$ cat src/rtl/booth_seq_5_if.sv
// Step-stage bus between the Booth sequencer and the radix-4 Booth step stage.
// The master side (sequencer) issues one window per request and the slave side
// (step stage) answers with the updated partial product.
interface booth_seq_5_if #(
  parameter int A_W = 12,
  parameter int P_W = 24
);
  logic           step_en;
  logic [2:0]     step_win;
  logic [A_W-1:0] step_mcand;
  logic [P_W-1:0] step_pre;
  logic           step_rdy;
  logic [P_W-1:0] step_next;

  modport master (
    output step_en, step_win, step_mcand, step_pre,
    input  step_rdy, step_next
  );

  modport slave (
    input  step_en, step_win, step_mcand, step_pre,
    output step_rdy, step_next
  );
endinterface

$ cat src/rtl/booth_seq_5.sv
// Radix-4 Booth sequencer for the fft_5 butterfly multiplier path.
// Latches the operands, walks the Booth windows MSB-first through the external
// step stage (Horner form: acc = 4*acc + d*b), and returns the product with a
// one-cycle done pulse. All outputs are registered.
module booth_seq_5 #(
  parameter int A_W = 12,
  parameter int P_W = 24
) (
  input  logic           clk,
  input  logic           rst,
  input  logic           start,
  input  logic [A_W-1:0] mul_a,
  input  logic [A_W-1:0] mul_b,
  output logic           busy,
  output logic           done,
  output logic [P_W-1:0] product,
  output logic           mcand_ovf,
  booth_seq_5_if.master  step
);
  localparam int NUM_WIN = A_W / 2;
  localparam int IDX_W   = (NUM_WIN > 1) ? $clog2(NUM_WIN) : 1;
  localparam logic [IDX_W-1:0] LAST_IDX = IDX_W'(NUM_WIN - 1);
  localparam logic [A_W-1:0]   MIN_NEG  = {1'b1, {(A_W-1){1'b0}}};

  typedef enum logic [1:0] {
    S_IDLE,
    S_ISSUE,
    S_WAIT,
    S_DONE
  } state_t;

  state_t         state_q, state_d;
  logic [A_W-1:0] a_q, a_d;
  logic [A_W-1:0] b_q, b_d;
  logic [P_W-1:0] acc_q, acc_d;
  logic [IDX_W-1:0] idx_q, idx_d;
  logic           ovf_q, ovf_d;
  logic           busy_q, busy_d;
  logic           done_q, done_d;
  logic [P_W-1:0] product_q, product_d;
  logic           mcand_ovf_q, mcand_ovf_d;
  logic           en_q, en_d;
  logic [2:0]     win_q, win_d;
  logic [A_W-1:0] mcand_q, mcand_d;
  logic [P_W-1:0] pre_q, pre_d;

  // Window i is {a[2i+1], a[2i], a[2i-1]} with a[-1] = 0; appending a zero LSB
  // turns that into bits [2i+2:2i] of the extended operand.
  function automatic logic [2:0] booth_window(input logic [A_W-1:0] a,
                                              input logic [IDX_W-1:0] i);
    logic [A_W:0] ext;
    ext = {a, 1'b0} >> {i, 1'b0};
    return ext[2:0];
  endfunction

  // Negating digits (-2b, -b) of the most negative multiplicand wrap in the
  // step stage's A_W-bit negation, so the product becomes invalid.
  function automatic logic wraps(input logic [A_W-1:0] b, input logic [2:0] w);
    return (b == MIN_NEG) && ((w == 3'b100) || (w == 3'b101) || (w == 3'b110));
  endfunction

  // Next-state logic: the step-stage request is prepared on entry to ISSUE so
  // it appears on registered outputs during the ISSUE cycle.
  always_comb begin
    state_d     = state_q;
    a_d         = a_q;
    b_d         = b_q;
    acc_d       = acc_q;
    idx_d       = idx_q;
    ovf_d       = ovf_q;
    busy_d      = busy_q;
    done_d      = 1'b0;
    product_d   = product_q;
    mcand_ovf_d = mcand_ovf_q;
    en_d        = 1'b0;
    win_d       = 3'b000;
    mcand_d     = '0;
    pre_d       = '0;
    case (state_q)
      S_IDLE: begin
        busy_d = 1'b0;
        if (start) begin
          a_d     = mul_a;
          b_d     = mul_b;
          acc_d   = '0;
          idx_d   = LAST_IDX;
          win_d   = booth_window(mul_a, LAST_IDX);
          ovf_d   = wraps(mul_b, booth_window(mul_a, LAST_IDX));
          en_d    = 1'b1;
          mcand_d = mul_b;
          pre_d   = '0;
          busy_d  = 1'b1;
          state_d = S_ISSUE;
        end
      end
      S_ISSUE: begin
        busy_d  = 1'b1;
        state_d = S_WAIT;
      end
      S_WAIT: begin
        busy_d = 1'b1;
        if (step.step_rdy) begin
          acc_d = step.step_next;
          if (idx_q == '0) begin
            product_d   = step.step_next;
            mcand_ovf_d = ovf_q;
            done_d      = 1'b1;
            state_d     = S_DONE;
          end else begin
            idx_d   = idx_q - 1'b1;
            win_d   = booth_window(a_q, idx_q - 1'b1);
            ovf_d   = ovf_q | wraps(b_q, booth_window(a_q, idx_q - 1'b1));
            en_d    = 1'b1;
            mcand_d = b_q;
            pre_d   = step.step_next << 2;
            state_d = S_ISSUE;
          end
        end
      end
      S_DONE: begin
        busy_d  = 1'b0;
        state_d = S_IDLE;
      end
      default: begin
        busy_d  = 1'b0;
        state_d = S_IDLE;
      end
    endcase
  end

  // State and output registers; reset abandons any multiply in flight.
  always_ff @(posedge clk) begin
    if (rst) begin
      state_q     <= S_IDLE;
      a_q         <= '0;
      b_q         <= '0;
      acc_q       <= '0;
      idx_q       <= '0;
      ovf_q       <= 1'b0;
      busy_q      <= 1'b0;
      done_q      <= 1'b0;
      product_q   <= '0;
      mcand_ovf_q <= 1'b0;
      en_q        <= 1'b0;
      win_q       <= 3'b000;
      mcand_q     <= '0;
      pre_q       <= '0;
    end else begin
      state_q     <= state_d;
      a_q         <= a_d;
      b_q         <= b_d;
      acc_q       <= acc_d;
      idx_q       <= idx_d;
      ovf_q       <= ovf_d;
      busy_q      <= busy_d;
      done_q      <= done_d;
      product_q   <= product_d;
      mcand_ovf_q <= mcand_ovf_d;
      en_q        <= en_d;
      win_q       <= win_d;
      mcand_q     <= mcand_d;
      pre_q       <= pre_d;
    end
  end

  assign busy            = busy_q;
  assign done            = done_q;
  assign product         = product_q;
  assign mcand_ovf       = mcand_ovf_q;
  assign step.step_en    = en_q;
  assign step.step_win   = win_q;
  assign step.step_mcand = mcand_q;
  assign step.step_pre   = pre_q;
endmodule

$ cat src/flat_wrapper.sv
// flat-port wrapper written by rule: the top's interface ports become plain ports
module booth_seq_5_flat 
#(
  parameter int A_W = 12,
  parameter int P_W = 24
)
  (clk, rst, start, mul_a, mul_b, busy, done, product, mcand_ovf, step_step_en, step_step_win, step_step_mcand, step_step_pre, step_step_rdy, step_step_next);
  booth_seq_5_if #(.A_W(A_W), .P_W(P_W)) step_i ();
  input  logic clk;
  input  logic rst;
  input  logic start;
  input  logic [A_W-1:0] mul_a;
  input  logic [A_W-1:0] mul_b;
  output logic busy;
  output logic done;
  output logic [P_W-1:0] product;
  output logic mcand_ovf;
  output wire logic [$bits(step_i.step_en)-1:0] step_step_en;
  output wire logic [$bits(step_i.step_win)-1:0] step_step_win;
  output wire logic [$bits(step_i.step_mcand)-1:0] step_step_mcand;
  output wire logic [$bits(step_i.step_pre)-1:0] step_step_pre;
  input wire logic [$bits(step_i.step_rdy)-1:0] step_step_rdy;
  input wire logic [$bits(step_i.step_next)-1:0] step_step_next;
  assign step_step_en = step_i.step_en;
  assign step_step_win = step_i.step_win;
  assign step_step_mcand = step_i.step_mcand;
  assign step_step_pre = step_i.step_pre;
  assign step_i.step_rdy = step_step_rdy;
  assign step_i.step_next = step_step_next;
  booth_seq_5 #(.A_W(A_W), .P_W(P_W)) u_core (.clk(clk), .rst(rst), .start(start), .mul_a(mul_a), .mul_b(mul_b), .busy(busy), .done(done), .product(product), .mcand_ovf(mcand_ovf), .step(step_i));
endmodule
$ cat config.mk
export PLATFORM = sky130hd
export DESIGN_NAME = booth_seq_5_flat
export DESIGN_NICKNAME = d
export VERILOG_FILES = /design/src/rtl/booth_seq_5_if.sv /design/src/rtl/booth_seq_5.sv /design/src/flat_wrapper.sv
export SDC_FILE = /design/constraint.sdc
export NUM_CORES = 1
export LEC_CHECK = 0
export ABC_AREA = 1
export CORE_ASPECT_RATIO = 1.75
export CORE_MARGIN = 10
export CORE_UTILIZATION = 40
export CTS_CLUSTER_SIZE = 8
export DETAILED_ROUTE_END_ITERATION = 7
export HOLD_SLACK_MARGIN = 0.02
export PLACE_DENSITY = 0.76
export SLEW_MARGIN = 20
export SYNTH_ARGS = -nofsm -noshare
export SYNTH_HDL_FRONTEND = slang
export SYNTH_SLANG_ARGS = --single-unit
$ cat constraint.sdc
create_clock -name clk -period 2.7 [get_ports clk]
set_clock_uncertainty 0.2 [all_clocks]
set_input_delay 0.405 -clock clk [delete_from_list [all_inputs] [get_ports clk]]
set_output_delay 0.405 -clock clk [all_outputs]
set_load 0.01 [all_outputs]
==> results.md, run 1 <==
- NetSw: 0.00128 W
- Worst R2R Setup Slack: 570 ps
- Register area: 1900 sq um
- GR Layer Usage met2: 26.3%
- Post-Syn Area per Cell: 7.92 sq um
- Setup TNS: 0 ps
- CTS tree: built
- Core Area: 8670 sq um
- Type of the worst min-delay path: flop to flop
- Routing usage on met1: 15.2%
- Htree depth: 3
- Number of global-route vias before repair: 3342
- Worst reg2reg path depth: 12
- Crit path from: u_core.idx_q[0]
- Worst hold start: u_core.a_q[2]
- Die ar.: 13200 sq um
- Reg2reg end: u_core.ovf_q
- Seq/Total Area, Yosys: 53.6%
- RSZ-0062 raised after global routing: false
- Worst EP arrival: 2200 ps
- Logic pwr share: 27.8%
- Max Slew Vio Count: 0
- Top-area cell type share of the netlist area: 53.6%
- Post-synthesis adder-cell area fraction: 1.41%
- CTS root buf: clkbuf_16
- Total power: 0.00408 W
- GR peak layer: met2
- Hold Slack: 253 ps
- TritonRoute pass-1 iters: 4
- Hold Path Cell Cnt: 2
- Area contributors post-synth: dfxtp_1 (54%), nand2_1 (9.6%), a21oi_1 (9.3%)
- Routed vias: 3114
- Fin nets: 614
- Clock network power share: 30.6%
- Clock Latency Late Sink: 330 ps
- Origin of the critical flop-to-flop path: u_core.idx_q[0]
- Detailed placement HPWL: 7.27 mm
- Largest family of logic cells by synthesized area: simple AND/OR/NAND/NOR gates
- Worst-case vdd ir drop: 0.498 mV
- Post-CTS Setup Inserts: 0
- Dominant cell type by area after synthesis: dfxtp_1
- Post-route cell area: 5040 sq um
- Total GRT Usage: 14.8%
- Worst path cell trace: inv_4, ha_1, inv_2, nand2_1, nand2_1, nand2_1, nand3_1, nand2_1, nand2_1, inv_1, nand2_1, a21oi_1
- Die Width: 91.2 um
- Die Height: 145 um
- Hold path endpoint: u_core.a_q[2]
- Met3 usage: 6.49%
- Clock Sinks: 95
- Placer congestion estimate: 0.820
- Switching share of power: 31.3%
- Fmax achieved: 468 MHz
- Initial antenna violation count: 0
- Flop pwr share: 41.6%
- Critical Path Slowest Stage Cell: dfxtp_1
- Max incr delay on CP: 540 ps
- Vias per cell: 4.58
- Setup crit end kind: flop
- CP max FO: 10
- DRT antenna net count: 0
- Max_cap viols: 0
- CTS max path bufs: 2
- IO buf count: 116
- Fraction of synthesized area in multiplexers: 0%
- Simple-gate share of the synthesized area: 18.4%
- Final WL: 9.42 mm
- Cts hold-fix bufs: 0
- Hold Vio Cnt, Final: 0
- Yosys reg bits: 95
- Largest net degree at the start of global routing: 34
- Cells after Synth: 448
- Compound-Gate Fraction of Synth Area: 15.2%
- DRC violations left: 0
- First-pass GRT wire length: 15.9 mm
- DR WL/cell: 13.9 um
- ANT cells: 0
- Xor and xnor area share after synthesis: 0.458%
- DR iter-0 viols: 153
- Setup Viol. Count Final: 0
- Crit share post-route: 79.1%
- Starting density of the core: 40.9%
- Share of cells above drive strength 1: 6.57%
- FP Rows: 45
- Crit Path Category: flop to flop
- FILL cells: 817
- Req. time, crit path: 2760 ps
- Internal: 0.00280 W
- P&R area growth vs syn: 41.9%
- Number of synthesis warnings: 0
- Reg clk slew, reported paths: 70 ps
- Leakage: 2.12 nW
- Most common cell on crit path: nand2_1
- Gr ovfl total: 0
- Final Util: 58.1%
- Yosys cell types: 27
- Area after DPL: 4740 sq um
- # resized after CTS: 0
- Cts bufs inserted: 9
- Tmin final: 2130 ps
- PD cells: 810 nW/um^2
- Crit start category: flop
- Post-Syn Area: 3550 sq um
- I/O pins: 119
- Outcome: complete, no violations
- Footprint of the multi-input gates: 1270 sq um
[placed cells by master (no fill, tap or decap), drive strengths merged, types with 4 or more instances in the layout]
master / netlist / routed
clkdlybuf4s50: 0 / 116
dfxtp: 95 / 95
nand2: 95 / 95
a21oi: 66 / 66
inv: 56 / 56
nor2: 49 / 49
o21ai: 38 / 38
nand3: 12 / 12
clkbuf: 7 / 11
buf: 17 / 6
clkinv: 1 / 5
ha: 4 / 4
[sequential cells by signal, summed over array words and instances (netlist names)]
register,flops
u_core.done,1
u_core.state_q,2
u_core.b_q,12
u_core.step.step_pre,22
u_core.product,24
u_core.step.step_en,1
u_core.busy,1
u_core.step.step_win,3
u_core.mcand_ovf,1
u_core.ovf_q,1
u_core.idx_q,3
u_core.a_q,12
u_core.step.step_mcand,12
[how the worst max path moves through the flow]
stage                              end  slack [ps]
2_1_floorplan             u_core.ovf_q         970
3_3_place_gp        u_core.product[19]         570
3_5_place_dp         u_core.product[9]         490
4_1_cts        u_core.step.step_pre[4]         570
5_1_grt                   u_core.ovf_q         310
6_report                  u_core.ovf_q         570
[through the flow]
stage / setup WS (ps) / std cells
2_1_floorplan: 969 / 449
3_3_place_gp: 566 / 664
3_5_place_dp: 491 / 664
4_1_cts: 570 / 680
5_1_grt: 307 / 680
6_report: 565 / 680
[metal layers]
layer | vias up | share of wire [%] | routed length, um
met5 | - | 0 | 0
met4 | 0 | 1.2 | 110
met3 | 11 | 9.4 | 886
met2 | 109 | 51 | 4840
met1 | 1378 | 38 | 3580
li1 | 1616 | - | -
[critical path: cells and delay by family (launching register included)]
family | cells | cell delay (ps)
buffers and inverters | 3 | 290
AOI/OAI and AO/OA | 1 | 100
adders and majority gates | 1 | 460
DFF | 1 | 540
and+or+nand+nor | 7 | 470
[cell families after synthesis]
| family | count (synthesis) |
|---|---|
| simple gates | 160 |
| other cells | 1 |
| flops | 95 |
| compound gates | 106 |
| fa+ha+maj | 4 |
| buf+inv | 81 |
| xor+xnor | 1 |
[power by group through the flow]
stage | combinational, W | sequential (W) | clock [W]
2_1_floorplan | 0.000734 | 0.00174 | 0
3_5_place_dp | 0.00113 | 0.00173 | 0
3_3_place_gp | 0.00111 | 0.00172 | 0
4_1_cts | 0.00114 | 0.00170 | 0.00128
5_1_grt | 0.00129 | 0.00172 | 0.00135
6_report | 0.00113 | 0.00170 | 0.00125
[area by class of cell]
| class | count | area share (%) |
|---|---|---|
| clock buffers | 11 | 4.82 |
| clock inverters | 5 | 1.14 |
| inverters | 57 | 4.30 |
| multi-input cells | 273 | 25.2 |
| flip-flops and latches | 95 | 37.7 |
| well taps | 117 | 2.91 |
| repair buffers | 122 | 23.9 |
[Yosys cell counts]
library cell   n
xnor2_2        1
buf_2          5
nor2_1        47
conb_1         1
inv_1         48
o21a_1         1
nor2_8         1
nand2_1       91
a221oi_1       1
o21ai_0       37
and2_0         1
o21ai_2        1
nand2_2        4
nor2_2         1
inv_2          7
inv_4          1
buf_4          5
a21oi_1       66
nand3_1       12
or2_1          1
ha_1           4
dfxtp_1       95
nor4_1         1
nor3_1         1
buf_6          7
clkbuf_1       7
clkinv_1       1
(Power assumes the default switching activity.)
==> run 2, diff against run 1 <==
- clock period: 2.7 -> 2.2 ns (I/O delays scaled with it)
==> results.md, run 2 (synthesis gave the netlist of run 1 again) <==
- Setup Viol. Count Final: 0
- Hold Path Cell Cnt: 2
- Fin nets: 614
- Die ar.: 13200 sq um
- Max_cap viols: 0
- Cts bufs inserted: 9
- Origin of the critical flop-to-flop path: u_core.idx_q[0]
- Footprint of the multi-input gates: 1270 sq um
- Worst path cell trace: inv_4, ha_1, inv_2, nand2_1, nand2_1, nand2_1, nand3_1, nand2_1, nand2_1, inv_1, nand2_1, a21oi_1
- Setup crit end kind: flop
- Reg2reg end: u_core.ovf_q
- Hold path endpoint: u_core.a_q[0]
- Crit start category: flop
- Placed cell count: 664
- Worst-case vdd ir drop: 0.544 mV
- CTS root buf: clkbuf_16
- Worst hold start: u_core.a_q[0]
- Final WL: 9.71 mm
- Routed length on met2: 4.87 mm
- Htree depth: 3
- IO buf count: 116
- Clock Sinks: 95
- Clock Latency Late Sink: 340 ps
- Routed vias: 3238
- Most frequent cells in the layout: clkdlybuf4s50_1 (116), dfxtp_1 (95), nand2_1 (91)
- Met1 wire length: 3.64 mm
- Type of the worst min-delay path: flop to flop
- Total GRT Usage: 15.1%
- DR WL/cell: 14.3 um
- FP Rows: 45
- Hold Slack: 253 ps
- Crit Path Category: flop to flop
- Reg clk slew, reported paths: 60 ps
- DRT antenna net count: 0
- Fin cells: 680
- Cts hold-fix bufs: 0
- # resized after CTS: 0
- First-pass GRT wire length: 16.1 mm
- CTS max path bufs: 2
- Tmin final: 1960 ps
- Worst R2R Setup Slack: 240 ps
- Initial antenna violation count: 0
- Crit share post-route: 88.9%
- Req. time, crit path: 2270 ps
- Hold Vio Cnt, Final: 0
- Die Height: 145 um
- Post-CTS Setup Inserts: 0
- Core Area: 8670 sq um
- Largest register FFs: 24
- Commonest non-fill, non-tap cell in the layout: clkdlybuf4s50_1
- Worst reg2reg path depth: 12
- Setup TNS: 0 ps
- I/O pins: 119
- Most common cell on crit path: nand2_1
- Outcome: complete, no violations
- Fmax achieved: 511 MHz
- ANT cells: 0
- Gr ovfl total: 0
- Post-route cell area: 5050 sq um
- Largest net degree at the start of global routing: 49
- Share of cells above drive strength 1: 6.22%
- P&R area growth vs syn: 42.4%
- FILL cells: 788
- CTS tree: built
- Die Width: 91.2 um
- Max Slew Vio Count: 0
- Area after DPL: 4750 sq um
- Leakage: 2.12 nW
- Met3 Wirelength: 1.06 mm
- DRC violations left: 0
- Starting density of the core: 40.9%
- Top sig layer: met4
- Worst EP arrival: 2030 ps
- Max incr delay on CP: 450 ps
- Number of global-route vias before repair: 3351
- Register area: 1900 sq um
- Critical Path Slowest Stage Cell: ha_1
- Detailed placement HPWL: 7.31 mm
- DR iter-0 viols: 119
- Vias per cell: 4.76
- TritonRoute pass-1 iters: 4
- RSZ-0062 raised after global routing: false
- PD cells: 1000 nW/um^2
- CP max FO: 10
- Placer congestion estimate: 0.852
==> run 2: cell count changes in the layout (fill, tap and decap cells not counted), sizes merged <==
cell    previous run  this run
clkinv             5         2
clkbuf            11        14
==> run 2: power breakdown <==
group / total (W) / switching [W] / internal, W
logic: 0.00143 / 0.000837 / 0.000590
clock network: 0.00157 / 0.000623 / 0.000946
registers: 0.00207 / 0.000121 / 0.00195
==> run 2: how the worst max path moves through the flow <==
stage | startpoint | to | slack [ps] | cells after the start
after global placement | step_step_rdy | u_core.step.step_pre[13] | 200 | 5
final | u_core.idx_q[0] | u_core.ovf_q | 240 | 12
after detailed placement | step_step_rdy | u_core.step.step_pre[22] | 130 | 5
after CTS | u_core.state_q[0] | u_core.step.step_pre[22] | 250 | 6
after floorplan | u_core.idx_q[0] | u_core.ovf_q | 470 | 13
after global routing | u_core.idx_q[0] | u_core.ovf_q | 60 | 12
==> run 2: layer usage <==
layer	track usage, %	up-vias
met5	0	-
met4	5.14	0
met3	8.30	18
met2	26.4	136
met1	14.7	1463
li1	-	1621
==> run 2: metrics by stage <==
step | total power [W] | util, % | worst slack [ps]
5_1_grt | 0.00538 | 58.3 | 64.8
3_3_place_gp | 0.00349 | 54.8 | 195
6_report | 0.00507 | 58.3 | 245
3_5_place_dp | 0.00353 | 54.8 | 128
2_1_floorplan | 0.00303 | - | 469
4_1_cts | 0.00510 | 58.3 | 247
==> run 2: area by class of cell <==
cell class,instances,area share [%]
inverter,57,4.28
multi-input combinational,273,25.1
clock buffer,14,5.22
timing repair buffer,122,24.1
sequential,95,37.6
clock inverter,2,0.768
tap,117,2.90
==> run 2: worst max-delay path, delay by kind of cell (launching register included) <==
family                   cells  cell delay (ps)
AO/OA/AOI/OAI                1              120
adder cells (fa/ha/maj)      1              450
buffers and inverters        3              260
flip-flops                   1              380
AND/OR/NAND/NOR              7              480
==> run 3, diff against run 2 <==
- DONT_BUFFER_PORTS: default -> 1
- GPL_TIMING_DRIVEN: default -> 0
- PLACE_DENSITY: 0.76 -> 0.58
- SLEW_MARGIN: 20 -> default
==> results.md, run 3 (synthesis gave the netlist of run 1 again) <==
- Cts bufs inserted: 9
- Crit share post-route: 90.8%
- Slew Limit Headroom: 64.6%
- Worst reg2reg path depth: 13
- Type of the worst min-delay path: input port to flop
- Max Slew Vio Count: 0
- Tmin final: 2000 ps
- Worst path cell trace: buf_6, inv_4, ha_1, buf_6, inv_2, nand2_1, nand3_1, nand3_1, nand2_1, nand2_1, inv_1, nand2_1, a21oi_1
- IO buf count: 0
- Htree depth: 3
- Clock Latency Late Sink: 330 ps
- Die Height: 145 um
- Crit Path Category: flop to flop
- Post-CTS Setup Inserts: 0
- Max_cap viols: 0
- Worst EP arrival: 2060 ps
- Die Width: 91.2 um
- CTS root buf: clkbuf_16
- Share of cells above drive strength 1: 8.63%
- Post-route cell area: 4420 sq um
- ANT cells: 0
- Logic pwr share: 25.9%
- Worst R2R Setup Slack: 200 ps
- RSZ-0062 raised after global routing: false
- Most frequent cells in the layout: dfxtp_1 (95), nand2_1 (91), a21oi_1 (66)
- Clock network power share: 28.6%
- Max incr delay on CP: 320 ps
- Detailed placement HPWL: 7.47 mm
- CTS max path bufs: 2
- Clock Sinks: 95
- Flop pwr share: 45.4%
- P&R area growth vs syn: 24.4%
- DR iter-0 viols: 111
- Crit start category: flop
- DR WL/cell: 16.3 um
- Fin nets: 563
- Leakage: 1.93 nW
- Routed vias: 3052
- FILL cells: 852
- Core Area: 8670 sq um
- Starting density of the core: 40.9%
- Total GRT Usage: 15.2%
- Req. time, crit path: 2260 ps
- Fmax achieved: 501 MHz
- Reg clk slew, reported paths: 60 ps
- TritonRoute pass-1 iters: 5
- Final WL: 10.2 mm
- I/O pins: 119
- Most common cell on crit path: nand2_1
- Vias per cell: 4.87
- Setup Viol. Count Final: 0
- Die ar.: 13200 sq um
- Critical Path Slowest Stage Cell: dfxtp_1
- Setup TNS: 0 ps
- Internal: 0.00315 W
- DRC violations left: 0
- Initial antenna violation count: 0
- Largest net degree at the start of global routing: 14
- Gr ovfl total: 0
- Hold Vio Cnt, Final: 0
- Largest register FFs: 24
- Hold Path Cell Cnt: 2
- Area after DPL: 3700 sq um
- Slew @ Worst Pin: 530 ps
- Placer congestion estimate: 0.832
- PD cells: 1070 nW/um^2
- Worst-case vdd ir drop: 0.504 mV
- Setup crit end kind: flop
- First-pass GRT wire length: 15.8 mm
- CTS tree: built
- Number of global-route vias before repair: 3109
- Outcome: complete, no violations
- CP max FO: 10
- DRT antenna net count: 0
- FP Rows: 45
- Commonest non-fill, non-tap cell in the layout: dfxtp_1
- NetSw: 0.00156 W
- Switching share of power: 33.1%
==> run 3: path summary, 6_finish.rpt <==
| path | startpoint | to |
|---|---|---|
| worst max register to register | u_core.idx_q[0] | u_core.ovf_q |
| worst min-delay path | mul_a[2] | u_core.a_q[2] |
| worst max-delay path | u_core.idx_q[0] | u_core.ovf_q |
| worst min register to register | u_core.a_q[6] | u_core.a_q[6] |
==> run 3: stage by stage <==
stage | setup slack [ps] | util, % | hold WS, ps | power, W | instances
floorplan | 469 | - | 229 | 0.00303 | 449
global placement | 258 | 42.7 | 240 | 0.00331 | 566
detailed placement | 251 | 42.7 | 250 | 0.00333 | 566
CTS | 217 | 50.9 | 40.3 | 0.00475 | 627
global route | 89.5 | 50.9 | 47.5 | 0.00499 | 627
finish | 203 | 50.9 | 43.3 | 0.00471 | 627
==> run 3: metal layers <==
layer  global-route usage [%]  vias up  wire length, um  part of all wire (%)
li1                         -     1517                -                     -
met1                     13.3     1422             3570                    35
met2                     29.2      108             5620                    55
met3                     6.75        5              940                   9.2
met4                     6.38        0              117                   1.1
met5                        0        -                0                     0
==> run 3: timing repair <==
item	4_1_cts	5_1_grt
hold buffers	47	0
gates resized for setup	0	0
setup endpoints to repair	0	0
endpoints found under the hold margin	83	0
==> run 3: worst max-delay path, delay by kind of cell, from the launching register on <==
kind                       cells  cell delay (ps)
buffers and inverters          5              530
DFF                            1              320
adders and majority gates      1              300
and+or+nand+nor                6              460
AOI/OAI and AO/OA              1              120
==> run 3: final cells by class <==
cell class	count	area (sq um)	area share [%]
buffer	24	168	3.80
clock buffer	12	236	5.35
clock inverter	2	10.0	0.227
inverter	57	216	4.90
multi-input combinational	273	1270	28.7
sequential	95	1900	43.1
tap	117	146	3.31
timing repair buffer	47	470	10.7
==> run 3: power by group through the flow <==
stage	Combinational (W)	Clock, W	Sequential (W)
6_report	0.00122	0.00135	0.00214
4_1_cts	0.00123	0.00138	0.00215
2_1_floorplan	0.000901	0	0.00213
3_5_place_dp	0.00115	0	0.00218
3_3_place_gp	0.00113	0	0.00218
5_1_grt	0.00138	0.00144	0.00217
